**src/rtl/pe_cfg_sequencer_if.sv**
```systemverilog
// Configuration word channel into the PE configure sequencer.
// Latency: none (wires only); one word moves per cycle when cfg_valid && cfg_ready.
// Backpressure: the sequencer owns cfg_ready; the source holds its word until it is taken.
interface pe_cfg_sequencer_if #(
    parameter int PE_ID_W = 4
);
    logic               cfg_valid;
    logic               cfg_ready;
    logic [PE_ID_W-1:0] cfg_pe_id;
    logic [31:0]        cfg_word;
    logic               cfg_last;

    modport master (
        output cfg_valid,
        output cfg_pe_id,
        output cfg_word,
        output cfg_last,
        input  cfg_ready
    );

    modport slave (
        input  cfg_valid,
        input  cfg_pe_id,
        input  cfg_word,
        input  cfg_last,
        output cfg_ready
    );
endinterface

```
**src/rtl/pe_cfg_sequencer.sv**
```systemverilog
// Loads per-PE configure words, waits SETTLE_CYC cycles, injects one head token, then waits for run_done.
// Latency: configure slice driven 1 cycle after acceptance; inject token SETTLE_CYC+1 cycles after the last word.
// Backpressure: cfg_ready high only in LOAD, one word per cycle; PE_CFG_TIMEOUT_EN adds a 16-bit RUN watchdog.
module pe_cfg_sequencer #(
    parameter int NUM_PE     = 10,
    parameter int PE_ID_W    = 4,
    parameter int MAX_WORDS  = 3,
    parameter int SETTLE_CYC = 2
) (
    input  logic                  clk,
    input  logic                  reset,
    input  logic                  start,
    pe_cfg_sequencer_if.slave     cfg,
    output logic [NUM_PE*33-1:0]  pe_cfg_bus,
    output logic [35:0]           inject_data,
    input  logic                  run_done,
    output logic                  busy,
    output logic                  done,
    output logic                  err
);

    localparam int CNT_W  = $clog2(MAX_WORDS + 1);
    localparam int SCNT_W = (SETTLE_CYC > 1) ? $clog2(SETTLE_CYC) : 1;
    localparam logic [CNT_W-1:0]  CNT_MAX     = CNT_W'(MAX_WORDS);
    // SETTLE always occupies at least one cycle, even for SETTLE_CYC of 0.
    localparam logic [SCNT_W-1:0] SETTLE_LAST = SCNT_W'((SETTLE_CYC > 0) ? SETTLE_CYC - 1 : 0);
    localparam logic [35:0]       HEAD_TOKEN  = {4'b1100, 32'd0};

    typedef enum logic [2:0] {
        IDLE   = 3'd0,
        LOAD   = 3'd1,
        SETTLE = 3'd2,
        INJECT = 3'd3,
        FLUSH  = 3'd4,
        RUN    = 3'd5
    } state_t;

    state_t                 state_q;
    state_t                 state_d;
    logic [SCNT_W-1:0]      settle_cnt;
    logic [CNT_W-1:0]       word_cnt [NUM_PE];
    logic [NUM_PE-1:0]      pe_hit;
    logic                   room_ok;
    logic                   xfer;
    logic                   legal;
    logic                   start_take;
    logic                   run_end;
    logic                   timeout;

    // Decode the addressed PE; an index beyond NUM_PE matches no slice.
    always_comb begin
        pe_hit  = '0;
        room_ok = 1'b0;
        for (int k = 0; k < NUM_PE; k++) begin
            if (cfg.cfg_pe_id == PE_ID_W'(k)) begin
                pe_hit[k] = 1'b1;
                room_ok   = (word_cnt[k] != CNT_MAX);
            end
        end
    end

    assign legal = xfer && (|pe_hit) && room_ok;

    always_comb begin
        state_d       = state_q;
        cfg.cfg_ready = 1'b0;
        start_take    = 1'b0;
        xfer          = 1'b0;
        run_end       = 1'b0;
        case (state_q)
            IDLE: begin
                if (start) begin
                    start_take = 1'b1;
                    state_d    = LOAD;
                end
            end
            LOAD: begin
                cfg.cfg_ready = 1'b1;
                xfer          = cfg.cfg_valid;
                if (cfg.cfg_valid && cfg.cfg_last) begin
                    state_d = SETTLE;
                end
            end
            SETTLE: begin
                if (settle_cnt == SETTLE_LAST) begin
                    state_d = INJECT;
                end
            end
            INJECT: state_d = FLUSH;
            FLUSH:  state_d = RUN;
            RUN: begin
                if (run_done) begin
                    run_end = 1'b1;
                    state_d = IDLE;
                end else if (timeout) begin
                    state_d = IDLE;
                end
            end
            default: state_d = IDLE;
        endcase
    end

    always_ff @(posedge clk or negedge reset) begin
        if (!reset) begin
            state_q <= IDLE;
        end else begin
            state_q <= state_d;
        end
    end

    always_ff @(posedge clk or negedge reset) begin
        if (!reset) begin
            settle_cnt <= '0;
        end else if (state_q == SETTLE) begin
            settle_cnt <= settle_cnt + SCNT_W'(1);
        end else begin
            settle_cnt <= '0;
        end
    end

    // Each configure slice is a one-cycle strobe; illegal words leave every slice at zero.
    always_ff @(posedge clk or negedge reset) begin
        if (!reset) begin
            pe_cfg_bus <= '0;
        end else begin
            for (int k = 0; k < NUM_PE; k++) begin
                pe_cfg_bus[k*33 +: 33] <= (legal && pe_hit[k]) ? {1'b1, cfg.cfg_word} : 33'd0;
            end
        end
    end

    always_ff @(posedge clk or negedge reset) begin
        if (!reset) begin
            for (int k = 0; k < NUM_PE; k++) begin
                word_cnt[k] <= '0;
            end
        end else if (start_take) begin
            for (int k = 0; k < NUM_PE; k++) begin
                word_cnt[k] <= '0;
            end
        end else begin
            for (int k = 0; k < NUM_PE; k++) begin
                if (legal && pe_hit[k]) begin
                    word_cnt[k] <= word_cnt[k] + CNT_W'(1);
                end
            end
        end
    end

    always_ff @(posedge clk or negedge reset) begin
        if (!reset) begin
            err  <= 1'b0;
            done <= 1'b0;
        end else begin
            done <= run_end | timeout;
            if (start_take) begin
                err <= 1'b0;
            end else if ((xfer && !legal) || timeout) begin
                err <= 1'b1;
            end
        end
    end

`ifdef PE_CFG_TIMEOUT_EN
    logic [15:0] wd_cnt;

    always_ff @(posedge clk or negedge reset) begin
        if (!reset) begin
            wd_cnt <= '0;
        end else if (state_q == RUN) begin
            wd_cnt <= wd_cnt + 16'd1;
        end else begin
            wd_cnt <= '0;
        end
    end

    // Fires on the 65535th RUN cycle, so done lands 65535 cycles after RUN entry.
    assign timeout = (state_q == RUN) && !run_done && (wd_cnt == 16'hFFFE);
`else
    assign timeout = 1'b0;
`endif

    assign busy        = (state_q != IDLE);
    assign inject_data = (state_q == INJECT) ? HEAD_TOKEN : 36'd0;

endmodule

```
**src/flat_wrapper.sv**
```systemverilog
// flat-port wrapper written by rule: the top's interface ports become plain ports
module pe_cfg_sequencer_flat 
#(
    parameter int NUM_PE     = 10,
    parameter int PE_ID_W    = 4,
    parameter int MAX_WORDS  = 3,
    parameter int SETTLE_CYC = 2
)
  (clk, reset, start, pe_cfg_bus, inject_data, run_done, busy, done, err, cfg_cfg_valid, cfg_cfg_pe_id, cfg_cfg_word, cfg_cfg_last, cfg_cfg_ready);
  pe_cfg_sequencer_if #(.PE_ID_W(PE_ID_W)) cfg_i ();
  input  logic clk;
  input  logic reset;
  input  logic start;
  output logic [NUM_PE*33-1:0] pe_cfg_bus;
  output logic [35:0] inject_data;
  input  logic run_done;
  output logic busy;
  output logic done;
  output logic err;
  input wire logic [$bits(cfg_i.cfg_valid)-1:0] cfg_cfg_valid;
  input wire logic [$bits(cfg_i.cfg_pe_id)-1:0] cfg_cfg_pe_id;
  input wire logic [$bits(cfg_i.cfg_word)-1:0] cfg_cfg_word;
  input wire logic [$bits(cfg_i.cfg_last)-1:0] cfg_cfg_last;
  output wire logic [$bits(cfg_i.cfg_ready)-1:0] cfg_cfg_ready;
  assign cfg_i.cfg_valid = cfg_cfg_valid;
  assign cfg_i.cfg_pe_id = cfg_cfg_pe_id;
  assign cfg_i.cfg_word = cfg_cfg_word;
  assign cfg_i.cfg_last = cfg_cfg_last;
  assign cfg_cfg_ready = cfg_i.cfg_ready;
  pe_cfg_sequencer #(.NUM_PE(NUM_PE), .PE_ID_W(PE_ID_W), .MAX_WORDS(MAX_WORDS), .SETTLE_CYC(SETTLE_CYC)) u_core (.clk(clk), .reset(reset), .start(start), .cfg(cfg_i), .pe_cfg_bus(pe_cfg_bus), .inject_data(inject_data), .run_done(run_done), .busy(busy), .done(done), .err(err));
endmodule
```
**config.mk**
```make
export PLATFORM = sky130hd
export DESIGN_NAME = pe_cfg_sequencer_flat
export DESIGN_NICKNAME = d
export VERILOG_FILES = /design/src/rtl/pe_cfg_sequencer_if.sv /design/src/rtl/pe_cfg_sequencer.sv /design/src/flat_wrapper.sv
export SDC_FILE = /design/constraint.sdc
export NUM_CORES = 1
export LEC_CHECK = 0
export CORE_ASPECT_RATIO = 1.1
export CORE_MARGIN = 1.5
export CORE_UTILIZATION = 49
export DETAILED_ROUTE_END_ITERATION = 6
export GPL_TIMING_DRIVEN = 0
export HOLD_SLACK_MARGIN = 0.1
export PLACE_DENSITY = 0.87
export SETUP_SLACK_MARGIN = 0.2
export SKIP_LAST_GASP = 1
export SYNTH_ARGS = -nofsm -noshare
export SYNTH_HDL_FRONTEND = slang
export SYNTH_SLANG_ARGS = --single-unit
```
**constraint.sdc**
```tcl
create_clock -name clk -period 4 [get_ports clk]
set_input_delay 0.8 -clock clk [delete_from_list [all_inputs] [get_ports clk]]
set_output_delay 0.8 -clock clk [all_outputs]
set_load 0.05 [all_outputs]
```
==> metrics.cfg <==
[run_status]
status = finished, final reports clean

[grt]
grt_first_pass_wirelength_um = 59600
grt.overflow.total = 0
grt_use_total_pct = 31.1
grt_pass1_vias = 9643
antenna_found_initial = 0
grt_start_max_net_pins = 128

[critical_path]
worst_path_max_delay_cell = clkdlybuf4s50_1
r2r_setup_slack_ns = 1.20
cpLargestDelayFamily = buffers and inverters
critical_path_cell_count = 5
slowest_delay_ns = 0.79
r2r-end = u_core.pe_cfg_bus[318]
cp-end-kind = primary output
required_ns = 3.20
critPathArrivalTime_ns = 2.31
critPathBufInv = 3
path_cells = clkbuf_1 -> nand2_1 -> nor2_1 -> buf_4 -> clkdlybuf4s50_1
critPathKind = reg -> out
r2r-start = u_core.state_q[1]
cp_max_fo = 10
startpoint = u_core.state_q[1]
ff2ff_path_depth = 7
cp-start-kind = register

[sta]
layout_setup_ws_ns = 0.890
slew_violations = 0
finalCriticalPeriod_ns = 3.11
finalHoldWorstSlack_ns = 0.329
worstMarginPinSlew_ns = 1.06
setup_viol = 0
max_freq_ghz = 0.322
hold_violations = 0
rsz0062_at_grt = no
slew_headroom_pct = 28.5
final.setup.tns_ns = 0
fin_crit_sh_pct = 77.8
skew_ns = 0.0303

[detailed_routing]
avgRoutedWirePerCell_um = 22.5
ant_nets = 0
num_vias = 9283
remaining_drc_errors = 0
first_pass_iters = 5
drt_iter0_markers = 597
vias_per_cell = 5.25
wl_um = 39700

[pwr]
p_leak_uw = 0.00845
powerDensity_nw_per_um2 = 453
ir_drop_v = 0.000522

[logic_synthesis]
yosysSeqAreaShare_pct = 73.0
synth_cell_types = 51
synth_area_leader_cell = dfrtp_1
synth.avg_cell_area_um2 = 12.4
synth_warnings = 0
synth_edf_count = 0
async_flop_share_pct = 100
ys.flop_type = dfrtp_1
synth.area.top_cells = dfrtp_1 73%, nor2_1 7.5%, and2_1 3.3%
syn_area_um2 = 12200
syn_inst = 981
synth_top_area_share_pct = 73.0
synth-seq-cells = 356

[clock_network]
clock_latency_ns = 0.52
cts-htree-levels = 2
clkTransAtPathRegs_ns = 0.06
cts_setup_buffers = 0
cts_inserted_buffers = 37
cts-root-buf = clkbuf_16
clockBufferDepth = 3
cts_tree = done
cts_resized = 0
clock-sinks = 356
cts_hold_buf = 0

[flow_run]
maxCapViolCount = 0

[floorplan]
die_w_um = 153
die_h_um = 169
rows = 60
io_pins = 412
core_region_area_um2 = 24500
start_util_pct = 49.9
die_area_um2 = 25900

[cells_and_area]
antenna_cells = 0
syn_to_final_growth_pct = 45.6
drive_above_1_share_pct = 9.68
final_nets = 1483
instances_no_fill = 1767

[place]
portBuffers = 376
gp_congestion = 0.864
hpwl_um = 27600
placed_cells = 1702
place_ws_ns = 0.550

[min_path]
holdCritPathClass = in -> async

==> flip-flops by register name (all words and copies together), names as in the netlist <==
name	count
u_core.state_q	3
u_core.settle_cnt	1
u_core.err	1
u_core.word_cnt	20
u_core.done	1
u_core.pe_cfg_bus	330
==> placed cells by master (no fill, tap or decap), drive strengths merged, types with 11 or more instances in the layout <==
master,Yosys,final
and3,28,28
conb,1,34
inv,9,11
nor2,243,243
nand2,99,99
clkdlybuf4s50,0,375
and2,65,65
dfrtp,356,356
mux2i,18,18
buf,68,71
clkbuf,20,73
==> cells by family after synthesis <==
kind of cell	after synthesis	synth area share (%)
other	1	0.0307
DFF	356	73.0
AOI/OAI and AO/OA	34	2.36
adders and majority gates	10	1.03
and+or+nand+nor	463	17.0
xor gates and xnor gates	2	0.144
buffers and inverters	97	4.92
muxes	18	1.48
==> layer usage <==
| layer | track usage [%] | routed length, um | vias to the layer above |
|---|---|---|---|
| met4 | 15.8 | 2210 | 0 |
| met2 | 55.0 | 20400 | 523 |
| met1 | 35.9 | 14200 | 4702 |
| met3 | 6.55 | 2940 | 148 |
| li1 | - | - | 3910 |
| met5 | 0 | 0 | - |
==> power breakdown <==
group / internal [uW] / leakage [uW] / switching, uW
clock network: 2070 / 0.000602 / 1410
registers: 3660 / 0.00497 / 40.3
logic: 249 / 0.00288 / 616
==> worst register-to-register path, delay by kind of cell (launching register included) <==
family / cells / cell delay, ns
buffers and inverters: 3 / 0.88
flip-flops: 1 / 0.35
AND/OR/NAND/NOR: 4 / 1.51
==> final cells by class <==
class                      instances  area, um^2
sequential                       356        8910
fill                            1529        6710
timing repair buffer             378        3820
multi-input combinational        561        2820
clock buffer                      53        1080
buffer                            88         567
tap                              310         388
clock inverter                    12         145
inverter                           9        33.8
==> synth_stat cells (all sizes together) (3+ instances only) <==
library cell,instances
nand2b,5
dfrtp,356
and3,28
clkbuf,20
nor3,5
nor2b,7
nor2,243
and2,65
nand2,99
o21ai,10
a21oi,4
a211oi,3
ha,10
buf,68
inv,9
o22ai,3
mux2i,18
==> metrics by stage <==
stage / util, % / power (uW) / cell area, um^2
global route: 72.6 / 8280 / 17800
global placement: 67.3 / 4590 / 16500
finish: 72.6 / 8040 / 17800
CTS: 72.6 / 8070 / 17800
detailed placement: 67.6 / 4620 / 16500
floorplan: - / 4280 / 12300
==> worst max path at each step <==
stage / to
after floorplan: inject_data[35]
after global placement: u_core.pe_cfg_bus[291]
after detailed placement: u_core.pe_cfg_bus[318]
after CTS: inject_data[35]
after global routing: inject_data[35]
final: inject_data[35]
Note: power is estimated with default switching activity, not from simulation.
